[src/rtl/memorydata_arbiter_pkg.sv]
// Shared constants for the memorydata arbiter: FSM state codes and default
// bus widths. Imported by the interface, the top level and the testbench.
package memarb_pkg;

  // Default widths match the memorydata block (256 x 8).
  localparam int ADDR_W_DEF = 8;
  localparam int DATA_W_DEF = 8;

  // Sequencer states. Kept as plain 2-bit constants so the encoding is
  // visible on waveforms and stable across tool flows.
  localparam logic [1:0] IDLE   = 2'd0;
  localparam logic [1:0] ACCESS = 2'd1;
  localparam logic [1:0] DONE   = 2'd2;

endpackage

[src/rtl/memorydata_arbiter_if.sv]
// Bundle of the two requester ports and the memorydata-side strobes.
// The arbiter connects through the slave modport; the environment that
// hosts the requesters and the memory uses the master modport.
interface memorydata_arbiter_if
  import memarb_pkg::*;
#(
  parameter int ADDR_W = ADDR_W_DEF,
  parameter int DATA_W = DATA_W_DEF
);

  // Requester 0: CPU load/store unit.
  logic              req0;
  logic              we0;
  logic [ADDR_W-1:0] addr0;
  logic [DATA_W-1:0] wdata0;
  logic              done0;

  // Requester 1: program/data loader.
  logic              req1;
  logic              we1;
  logic [ADDR_W-1:0] addr1;
  logic [DATA_W-1:0] wdata1;
  logic              done1;

  // Shared read result.
  logic [DATA_W-1:0] rdata;

  // memorydata side.
  logic              mem_Rm;
  logic              mem_Wm;
  logic [ADDR_W-1:0] mem_address;
  logic [DATA_W-1:0] mem_RegVal;
  logic [DATA_W-1:0] mem_Data_out;

  modport master (
    output req0, we0, addr0, wdata0,
    output req1, we1, addr1, wdata1,
    input  done0, done1, rdata,
    input  mem_Rm, mem_Wm, mem_address, mem_RegVal,
    output mem_Data_out
  );

  modport slave (
    input  req0, we0, addr0, wdata0,
    input  req1, we1, addr1, wdata1,
    output done0, done1, rdata,
    output mem_Rm, mem_Wm, mem_address, mem_RegVal,
    input  mem_Data_out
  );

endinterface

[src/rtl/memorydata_arbiter_rr_arbiter2.sv]
// Combinational two-way pick. `last` is the index of the requester served
// most recently; with rr_en set, a tie goes to the other one, otherwise a
// tie always goes to requester 0.
module rr_arbiter2 (
  input  logic [1:0] req,
  input  logic       last,
  input  logic       rr_en,
  output logic [1:0] gnt
);

  // One-hot grant from the current request pair.
  always_comb begin
    gnt = 2'b00;
    case (req)
      2'b01:   gnt = 2'b01;
      2'b10:   gnt = 2'b10;
      2'b11:   gnt = (rr_en && !last) ? 2'b10 : 2'b01;
      default: gnt = 2'b00;
    endcase
  end

endmodule

[src/rtl/memorydata_arbiter.sv]
// Two-port arbiter/sequencer in front of the memorydata block. Each transfer
// walks IDLE -> ACCESS -> DONE: the winner and its command are captured on
// the IDLE edge, the memory is strobed for one cycle, and the winner sees a
// one-cycle done pulse. All outputs come straight from flops.
module memorydata_arbiter
  import memarb_pkg::*;
#(
  parameter int ADDR_W = ADDR_W_DEF,
  parameter int DATA_W = DATA_W_DEF,
  parameter bit RR     = 1'b1
) (
  input  logic                 clk,
  input  logic                 reset,
  memorydata_arbiter_if.slave  bus
);

  // Sequencer and captured command.
  logic [1:0]        state_q, state_d;
  logic              gnt_idx_q, gnt_idx_d;
  logic              we_q, we_d;
  logic [ADDR_W-1:0] addr_q, addr_d;
  logic [DATA_W-1:0] wdata_q, wdata_d;

  // Read result and arbitration history.
  logic [DATA_W-1:0] rdata_q, rdata_d;
  logic              last_q, last_d;

  // Registered outputs.
  logic              rm_q, rm_d;
  logic              wm_q, wm_d;
  logic [ADDR_W-1:0] maddr_q, maddr_d;
  logic [DATA_W-1:0] regval_q, regval_d;
  logic              done0_q, done0_d;
  logic              done1_q, done1_d;

  // Arbitration inputs/outputs and the winner's command.
  logic [1:0]        req_vec;
  logic [1:0]        gnt;
  logic              sel_we;
  logic [ADDR_W-1:0] sel_addr;
  logic [DATA_W-1:0] sel_wdata;

  assign req_vec = {bus.req1, bus.req0};

  rr_arbiter2 u_arb (
    .req   (req_vec),
    .last  (last_q),
    .rr_en (RR),
    .gnt   (gnt)
  );

  // Mux the winning requester's command onto the capture path.
  always_comb begin
    sel_we    = bus.we0;
    sel_addr  = bus.addr0;
    sel_wdata = bus.wdata0;
    if (gnt[1]) begin
      sel_we    = bus.we1;
      sel_addr  = bus.addr1;
      sel_wdata = bus.wdata1;
    end
  end

  // Next state, command capture, read-data latch and last-grant update.
  always_comb begin
    state_d   = state_q;
    gnt_idx_d = gnt_idx_q;
    we_d      = we_q;
    addr_d    = addr_q;
    wdata_d   = wdata_q;
    rdata_d   = rdata_q;
    last_d    = last_q;
    case (state_q)
      IDLE: begin
        if (|gnt) begin
          state_d   = ACCESS;
          gnt_idx_d = gnt[1];
          we_d      = sel_we;
          addr_d    = sel_addr;
          wdata_d   = sel_wdata;
        end
      end
      ACCESS: begin
        state_d = DONE;
        last_d  = gnt_idx_q;
        if (!we_q) begin
          rdata_d = bus.mem_Data_out;
        end
      end
      DONE: begin
        state_d = IDLE;
      end
      default: begin
        state_d = IDLE;
      end
    endcase
  end

  // Decode what the outputs must show in the state being entered.
  always_comb begin
    rm_d     = 1'b0;
    wm_d     = 1'b0;
    maddr_d  = '0;
    regval_d = '0;
    done0_d  = 1'b0;
    done1_d  = 1'b0;
    if (state_d == ACCESS) begin
      rm_d     = !we_d;
      wm_d     = we_d;
      maddr_d  = addr_d;
      regval_d = we_d ? wdata_d : '0;
    end
    if (state_d == DONE) begin
      done0_d = !gnt_idx_d;
      done1_d = gnt_idx_d;
    end
  end

  // State and output registers; reset leaves requester 0 first in line.
  always_ff @(posedge clk) begin
    if (reset) begin
      state_q   <= IDLE;
      gnt_idx_q <= 1'b0;
      we_q      <= 1'b0;
      addr_q    <= '0;
      wdata_q   <= '0;
      rdata_q   <= '0;
      last_q    <= 1'b1;
      rm_q      <= 1'b0;
      wm_q      <= 1'b0;
      maddr_q   <= '0;
      regval_q  <= '0;
      done0_q   <= 1'b0;
      done1_q   <= 1'b0;
    end else begin
      state_q   <= state_d;
      gnt_idx_q <= gnt_idx_d;
      we_q      <= we_d;
      addr_q    <= addr_d;
      wdata_q   <= wdata_d;
      rdata_q   <= rdata_d;
      last_q    <= last_d;
      rm_q      <= rm_d;
      wm_q      <= wm_d;
      maddr_q   <= maddr_d;
      regval_q  <= regval_d;
      done0_q   <= done0_d;
      done1_q   <= done1_d;
    end
  end

  assign bus.mem_Rm      = rm_q;
  assign bus.mem_Wm      = wm_q;
  assign bus.mem_address = maddr_q;
  assign bus.mem_RegVal  = regval_q;
  assign bus.done0       = done0_q;
  assign bus.done1       = done1_q;
  assign bus.rdata       = rdata_q;

endmodule

[src/flat_wrapper.sv]
// flat-port wrapper written by rule: the top's interface ports become plain ports
module memorydata_arbiter_flat import memarb_pkg::*;
#(
  parameter int ADDR_W = ADDR_W_DEF,
  parameter int DATA_W = DATA_W_DEF,
  parameter bit RR     = 1'b1
)
  (clk, reset, bus_req0, bus_we0, bus_addr0, bus_wdata0, bus_req1, bus_we1, bus_addr1, bus_wdata1, bus_done0, bus_done1, bus_rdata, bus_mem_Rm, bus_mem_Wm, bus_mem_address, bus_mem_RegVal, bus_mem_Data_out);
  memorydata_arbiter_if #(.ADDR_W(ADDR_W), .DATA_W(DATA_W)) bus_i ();
  input  logic clk;
  input  logic reset;
  input wire logic [$bits(bus_i.req0)-1:0] bus_req0;
  input wire logic [$bits(bus_i.we0)-1:0] bus_we0;
  input wire logic [$bits(bus_i.addr0)-1:0] bus_addr0;
  input wire logic [$bits(bus_i.wdata0)-1:0] bus_wdata0;
  input wire logic [$bits(bus_i.req1)-1:0] bus_req1;
  input wire logic [$bits(bus_i.we1)-1:0] bus_we1;
  input wire logic [$bits(bus_i.addr1)-1:0] bus_addr1;
  input wire logic [$bits(bus_i.wdata1)-1:0] bus_wdata1;
  output wire logic [$bits(bus_i.done0)-1:0] bus_done0;
  output wire logic [$bits(bus_i.done1)-1:0] bus_done1;
  output wire logic [$bits(bus_i.rdata)-1:0] bus_rdata;
  output wire logic [$bits(bus_i.mem_Rm)-1:0] bus_mem_Rm;
  output wire logic [$bits(bus_i.mem_Wm)-1:0] bus_mem_Wm;
  output wire logic [$bits(bus_i.mem_address)-1:0] bus_mem_address;
  output wire logic [$bits(bus_i.mem_RegVal)-1:0] bus_mem_RegVal;
  input wire logic [$bits(bus_i.mem_Data_out)-1:0] bus_mem_Data_out;
  assign bus_i.req0 = bus_req0;
  assign bus_i.we0 = bus_we0;
  assign bus_i.addr0 = bus_addr0;
  assign bus_i.wdata0 = bus_wdata0;
  assign bus_i.req1 = bus_req1;
  assign bus_i.we1 = bus_we1;
  assign bus_i.addr1 = bus_addr1;
  assign bus_i.wdata1 = bus_wdata1;
  assign bus_done0 = bus_i.done0;
  assign bus_done1 = bus_i.done1;
  assign bus_rdata = bus_i.rdata;
  assign bus_mem_Rm = bus_i.mem_Rm;
  assign bus_mem_Wm = bus_i.mem_Wm;
  assign bus_mem_address = bus_i.mem_address;
  assign bus_mem_RegVal = bus_i.mem_RegVal;
  assign bus_i.mem_Data_out = bus_mem_Data_out;
  memorydata_arbiter #(.ADDR_W(ADDR_W), .DATA_W(DATA_W), .RR(RR)) u_core (.clk(clk), .reset(reset), .bus(bus_i));
endmodule
[config.mk]
export PLATFORM = sky130hd
export DESIGN_NAME = memorydata_arbiter_flat
export DESIGN_NICKNAME = d
export VERILOG_FILES = /design/src/rtl/memorydata_arbiter_pkg.sv /design/src/rtl/memorydata_arbiter_if.sv /design/src/rtl/memorydata_arbiter_rr_arbiter2.sv /design/src/rtl/memorydata_arbiter.sv /design/src/flat_wrapper.sv
export SDC_FILE = /design/constraint.sdc
export NUM_CORES = 1
export LEC_CHECK = 0
export ABC_AREA = 1
export CAP_MARGIN = 20
export CORE_ASPECT_RATIO = 1.4
export CORE_MARGIN = 2
export CORE_UTILIZATION = 55
export CTS_CLUSTER_DIAMETER = 150
export CTS_CLUSTER_SIZE = 8
export DETAILED_ROUTE_END_ITERATION = 7
export DONT_BUFFER_PORTS = 1
export GPL_TIMING_DRIVEN = 0
export PLACE_DENSITY = 0.77
export SYNTH_ARGS = -nofsm -noshare
export SYNTH_HDL_FRONTEND = slang
export SYNTH_HIERARCHICAL = 1
export SYNTH_SLANG_ARGS = --single-unit
[constraint.sdc]
create_clock -name clk -period 1.8 [get_ports clk]
set_clock_uncertainty 0.2 [all_clocks]
set_input_delay 0.18 -clock clk [delete_from_list [all_inputs] [get_ports clk]]
set_output_delay 0.18 -clock clk [all_outputs]
set_load 0.005 [all_outputs]
==> results by stage, run 1 <==
Status:
- The flow ran to the end, and the final reports show no timing, DRC or antenna violations.

Setup path:
- STA puts the critical path data arrival time at 1610 ps.
- STA classifies the critical path endpoint as a register.
- Traced cell by cell, the critical path runs through inv_1, nand3_1, nand2_1, buf_4, buf_2, nand2_1, nand2_1, nand2_1, nand2_1, nor2_1.
- Broken down by cell family, the worst path's largest delay share belongs to simple AND/OR/NAND/NOR gates.
- At the worst endpoint, the required time is 1790 ps.
- The largest single stage delay on the critical path is 320 ps.
- The critical setup path kind is register to register.
- The master of the slowest instance on the critical path is dfxtp_1.
- The peak fanout along the critical path is 10.
- The most numerous cell type found on the critical path is nand2_1.
- The sum of buffers and inverters on the critical path is 3.
- The worst setup path is launched from a register.

CTS:
- The clock transition time at the flip-flop clock pins of the worst setup and hold paths is 80 ps.
- The clock tree buffer depth is 2.
- The TritonCTS clock tree is done.
- The clock buffer count from CTS is 5.
- Once the clock tree was built, the resizer swapped 0 gates to a different size.
- The clock net sink count is 41.
- For the worst-skew pair, the clock arrives at the later sink with an insertion delay of 290 ps.
- The buffer type at the clock tree root is clkbuf_8.
- The number of H-tree branching levels is 2.

Global route:
- The number of global-route vias before repair is 1563.
- The total routing usage reported by global routing is 0.242.
- The initial antenna violation count came to 0.
- The first-pass GRT wire length is 6.62 mm.
- Entering global routing, the biggest net connects 13 pins.
- The total overflow left after global routing is 0.

Placed design:
- The congestion estimate from routability-driven global placement came to 0.706.
- The number of buffer cells added on primary ports is 0.
- OpenSTA, run right after detailed placement, puts the worst setup slack at 247 ps.
- The wire-length estimate of the detail-placed layout is 2.35 mm.

Power and ir drop:
- In this run the power density over the cells is 967 nW/um^2.
- In this run the static leakage power is 1.30 nW.
- The clock power share is 0.339.
- The maximum vdd ir drop is 728 uV.
- Of the total power, the share spent switching nets is 0.269.
- The internal power contribution is 1.63 mW.
- The sequential share of power is 0.468.
- Of the total power, combinational logic draws 0.194.
- Summed over all nets, the switching power comes to 599 uW.
- The total design power is 2.23 mW.

Logic synthesis:
- Sorting the synthesized cells by area gives the leading types as dfxtp_1 (46%), nand2_1 (23%), inv_1 (10%), nor2_1 (7.1%), nor2_8 (2.2%).
- The post-synthesis xor/xnor area fraction is 0.
- The adder-cell share of the synthesized area is 0.
- After synthesis, the mean cell area works out to 6.88 sq um.
- The synthesized-area fraction occupied by and/or/nand/nor cells is 0.394.
- The unique cell type count in the Yosys netlist is 21.
- The compound-gate portion of the synthesized area was 0.00486.
- The share of the yosys chip area belonging to registers is 0.456.
- Summing every instance area after synthesis gives 1800 sq um.
- The number of warnings reported in the yosys synthesis log is 6.
- The proportion of synthesized area in mux cells is 0.
- In this run, synthesis produced a sequential element count of 41.
- The combinational family with the most area after synthesis is simple AND/OR/NAND/NOR gates.
- The portion of synthesized cell area occupied by the leading cell type is 0.456.
- The number of instances in the synthesized netlist is 262.
- dfxtp_1 takes more of the synthesized area than any other cell.

Timing:
- Setup repair after global routing left no endpoint under its margin.
- The final setup slack of the worst path is 182 ps.
- The worst path needs 1620 ps of the cycle, external delays included.
- Setup violations remaining at the end of the flow were counted as 0.
- The fmax is 0.618 GHz.
- After routing, the total negative slack on setup checks comes to 0 ps.
- The max-slew violation count is 0.
- The period utilization is 0.899.
- The hold violation count in the final report came to 0.

Hold path:
- The kind of path behind the tightest hold check is input port to register.

Floorplanning:
- The floorplan step defined a core boundary enclosing 3120 sq um.
- For this configuration, the core starts out at a cell density of 0.577.
- The floorplan has 24 rows.
- The die is 71.7 microns tall.
- The die covers 3760 sq um.
- The number of top-level design ports is 74.
- Measured along the x axis, the die boundary spans 52.4 microns.

Finish:
- In the layout the commonest cells are nand2_1 (110), inv_1 (49), dfxtp_1 (41), nor2_1 (34), dlygate4sd3_1 (33).
- Of the cells placed in the final design, the portion with a size suffix greater than 1 is 0.0921.
- For this run, the post-layout net count is 349.
- Leaving out fill and tap cells, the most frequent cell in the layout is nand2_1.
- The antenna cell count is 0.
- Relative to the synthesized area, the layout overhead comes to 27.7%.

Detailed routing:
- The post-detailed-route via-to-cell ratio is 4.74.
- Wires add up to 4.09 mm.
- The remaining antenna violation count after routing is 0.
- After the first detailed-routing iteration, the DRC count stood at 51.
- The via count is 1625.
- The first detailed-routing pass took 4 iterations.
- The post-route DRC violation count is 0.
- Dividing the detail-routed wire length by the instance count gives 11.9 microns.

Flow run:
- The tool flagged a number of max-cap violations equal to 0.
==> metrics by stage <==
| stage | utilization | hold slack [ps] | cell area [sq um] | cells |
|---|---|---|---|---|
| finish | 0.737 | 7.32 | 2300 | 343 |
| global placement | 0.594 | 78.1 | 1850 | 302 |
| global route | 0.737 | 28.8 | 2300 | 343 |
| detailed placement | 0.594 | 79.0 | 1850 | 302 |
| CTS | 0.737 | 1.47 | 2300 | 343 |
| floorplan | - | 65.7 | 1810 | 263 |
==> worst register-to-register path, stage by stage (launching register included) <==
cell and delay, ps:
dfxtp_1 320, inv_1 70, nand3_1 60, nand2_1 90, buf_4 180, buf_2 230
nand2_1 110, nand2_1 80, nand2_1 50, nand2_1 90, nor2_1 40
==> power groups by stage <==
stage               clock network (mW)  logic (mW)  registers [mW]
CTS                              0.769       0.420            1.04
global placement                     0       0.352            1.06
floorplan                            0       0.305            1.05
detailed placement                   0       0.360            1.06
global route                     0.823       0.486            1.05
finish                           0.754       0.431            1.04
==> flip-flops by register name (all words and copies together) (netlist names), 2 cells and up <==
| name | cells |
|---|---|
| u_core/wdata_q | 8 |
| u_core/bus.rdata | 8 |
| u_core/bus.mem_RegVal | 8 |
| u_core/state_q | 2 |
| u_core/bus.mem_address | 8 |
==> Yosys cell counts (all sizes together) <==
| cell type | instances |
|---|---|
| nor2 | 38 |
| nand4 | 1 |
| nand3b | 1 |
| a21oi | 1 |
| dfxtp | 41 |
| conb | 1 |
| nand3 | 6 |
| buf | 8 |
| inv | 51 |
| nand2 | 114 |
==> metal layers <==
| layer | global-route usage | wire length (microns) | up-vias |
|---|---|---|---|
| li1 | - | - | 826 |
| met1 | 0.251 | 1540 | 713 |
| met2 | 0.411 | 2110 | 73 |
| met3 | 0.0813 | 298 | 13 |
| met4 | 0.142 | 149 | 0 |
| met5 | 0 | 0 | - |
==> logic make-up (layout without fill, tap and decap cells) <==
logic type,count (synthesis),count (layout)
compound gates,1,1
buf+inv,59,100
flops,41,41
other cells,1,2
simple gates,160,160
==> repair_timing <==
| action | 4_1_cts | 5_1_grt |
|---|---|---|
| hold endpoints to repair | 34 | 0 |
| setup buffers | 0 | 0 |
| hold buffers | 33 | 0 |
==> final timing paths <==
path	start	to	slack, ps	cells after the start
hold reg to reg	u_core/last_q	u_core/last_q	270	2
setup reg to reg	u_core/last_q	u_core/bus.mem_RegVal[6]	180	10
hold / removal	bus_wdata0[7]	u_core/bus.mem_RegVal[7]	7	6
setup / recovery	u_core/last_q	u_core/bus.mem_RegVal[6]	180	10
==> layout make-up <==
cell class                      instances  area [sq um]
Sequential cell                        41           821
Tap cell                               39          48.8
Multi-Input combinational cell        163           727
Inverter                               51           191
Buffer                                  8          66.3
Timing Repair Buffer                   33           330
Clock buffer                            7          86.3
Fill cell                             234           822
Clock inverter                          1          30.0
(Power assumes the default switching activity.)
==> run 2, diff against run 1 <==
Settings changed: PLACE_DENSITY 0.77 to 0.76.
==> results by stage, run 2 (same netlist as run 1, synthesis figures left out) <==
Setup path:
- The critical setup path kind is register to register.
- The peak fanout along the critical path came to 10 (unchanged).
- The signal on the critical path passes through inv_1, nand3_1, nand2_1, inv_2, buf_2, nand2_1, nand2_1, nand2_1, nand2_1, nor2_1.
- The master of the slowest instance on the critical path is dfxtp_1.
- The required time at the worst-slack endpoint was 1780 ps (about the same).
- Among the stages of the critical path, the cell type that occurs most often is nand2_1.
- The data arrival time of the worst path came to 1580 ps (-30 ps).
- The depth of the worst register-to-register path was 10 (unchanged).
- The worst setup path is captured at a register.
- The peak per-stage delay on the critical path is 330 ps (about the same).
- The launching element type of the critical path is a register.

Hold path:
- The kind of path behind the tightest hold check is input port to register.
- The cell depth of the worst min-delay path is 6 (unchanged).

Timing:
- The shortest clock period the worst path allows after layout came to 1600 ps (-17.6 ps).
- The hold violation count in the final report is 1 (+1).
- The final-layout setup total negative slack is 0 ps (unchanged).
- The period utilization is 0.889 (-0.00978).
- The max-slew violation count was 0 (unchanged).
- The worst hold margin came to -0.140 ps (-7.46 ps).
- The fmax is 0.625 GHz (+1.1%).
- The final count of negative-setup-slack endpoints is 0 (unchanged).
- Setup repair after global routing left no endpoint under its margin.

CTS:
- The clock net sink count is 41 (unchanged).
- The number of H-tree branching levels is 2 (unchanged).
- The clock buffer count from CTS is 5 (unchanged).
- The clock latency reported for the late side of the worst-skew pair is 290 ps (about the same).
- The clock transition time at the flip-flop clock pins of the worst setup and hold paths is 80 ps (about the same).
- The tree is rooted in a clkbuf_8.
- The TritonCTS clock tree is done.
- The clock tree buffer depth was 2 (unchanged).

Placed design:
- The number of buffer cells added on primary ports was 0 (unchanged).
- The detailed-placement wirelength estimate was 2.37 mm (+0.98%).
- The placer's final routability congestion estimate came to 0.679 (-3.8%).
- The instance count after placement with tap cells included is 302 (unchanged).

Finish:
- The layout-stage area growth over the synthesis result is 22.7%.
- In the layout the commonest cells are nand2_1 (110), inv_1 (49), dfxtp_1 (41), nor2_1 (34), dlygate4sd3_1 (27).
- The number of inserted filler cells in the final layout was 261 (+12%).
- The post-layout instance count excluding filler cells came to 337 (-1.7%).
- The commonest non-fill, non-tap cell in the layout is nand2_1.
- The share of the core filled with cells is 0.708 (-0.0288).
- The antenna cell count is 0 (unchanged).
- The fraction of final layout cells with drive strength greater than 1 came to 0.0973 (+0.00521).
- The final net count is 343 (-1.7%).

Detailed routing:
- The wire length reported by the detailed router is 3.86 mm (-5.6%).
- The post-route DRC violation count was 0 (unchanged).
- The post-detailed-route via-to-cell ratio was 4.72 (-0.35%).
- The number of iterations in the first detailed-routing pass came to 4 (unchanged).
- The initial DRC count is 32 (-37%).
- The routed length per placed instance is 11.5 microns (-3.9%).
- The via count is 1591 (-2.1%).
- The remaining antenna violation count after routing was 0 (unchanged).

Flow run:
- The number of maximum-capacitance constraint violations came to 0 (unchanged).

Floorplanning:
- The floorplan core area was 3120 sq um (unchanged).
- The cell row count is 24 (unchanged).
- The area enclosed by the die boundary is 3760 sq um (unchanged).
- The effective utilization at floorplan was 0.577 (unchanged).
- The floorplan die width is 52.4 microns (unchanged).
- The number of top-level design ports is 74 (unchanged).
- The chip height came to 71.7 microns (unchanged).

Global route:
- The number of global-route vias before repair is 1493 (-4.5%).
- The largest net degree at the start of global routing is 14 (+1).
- The total routing usage reported by global routing is 0.223 (-0.0196).
- The aggregate global routing overflow came to 0 (unchanged).
- The first-pass GRT wire length is 6.22 mm (-6.2%).
- The initial antenna violation count came to 0 (unchanged).

Power and ir drop:
- The total design power was 2.03 mW (-8.9%).
- The power per cell area is 917 nW/um^2 (-5.2%).
- The leakage dissipation is 1.26 nW (-3.0%).
- The maximum vdd ir drop is 829 uV (+14%).

Status:
- The final reports fail on hold timing.
- The run finished, with violations left.
## run 2: worst paths after layout
| kind | endpoint | start | slack, ps |
|---|---|---|---|
| worst max register to register | u_core/wdata_q[5] | u_core/last_q | 200 |
| worst max-delay path | u_core/wdata_q[5] | u_core/last_q | 200 |
| worst min-delay path | u_core/bus.mem_RegVal[0] | bus_wdata0[0] | -0.1 |
| worst min register to register | u_core/last_q | u_core/last_q | 270 |
## run 2: metrics by stage
stage               worst slack [ps]  area, sq um
floorplan                        409         1810
global placement                 260         1850
detailed placement               236         1850
CTS                              217         2210
global route                    20.4         2210
finish                           200         2210
## run 2: final cells by class
cell class | count | area, sq um | share of cell area
sequential | 41 | 821 | 0.371
multi-input combinational | 163 | 727 | 0.329
timing repair buffer | 27 | 270 | 0.122
inverter | 51 | 191 | 0.0866
clock buffer | 5 | 68.8 | 0.0311
buffer | 8 | 66.3 | 0.0300
tap | 39 | 48.8 | 0.0221
clock inverter | 3 | 17.5 | 0.00792
## run 2: what timing repair did
| item | in CTS | in global routing |
|---|---|---|
| hold endpoints to repair | 20 | 0 |
| hold buffers | 27 | 0 |
| resized for setup | 0 | 0 |
| buffers inserted | 0 | 0 |
## run 2: where the power goes
group	leakage, nW	switching [mW]	internal, mW
Clock	0.0439	0.306	0.267
Sequential	0.337	0.0476	0.993
Combinational	0.883	0.241	0.173
## run 2: worst max-delay path, delay by kind of cell (launching register included)
kind	cells	cell delay [ps]
AND/OR/NAND/NOR	7	510
buffers and inverters	3	460
flip-flops	1	330
## run 2: routing by layer
metal / track usage / vias up / share of wire
met3: 0.0771 / 13 / 0.082
met1: 0.218 / 705 / 0.36
met5: 0 / - / 0
met4: 0.140 / 0 / 0.028
li1: - / 810 / -
met2: 0.385 / 63 / 0.53
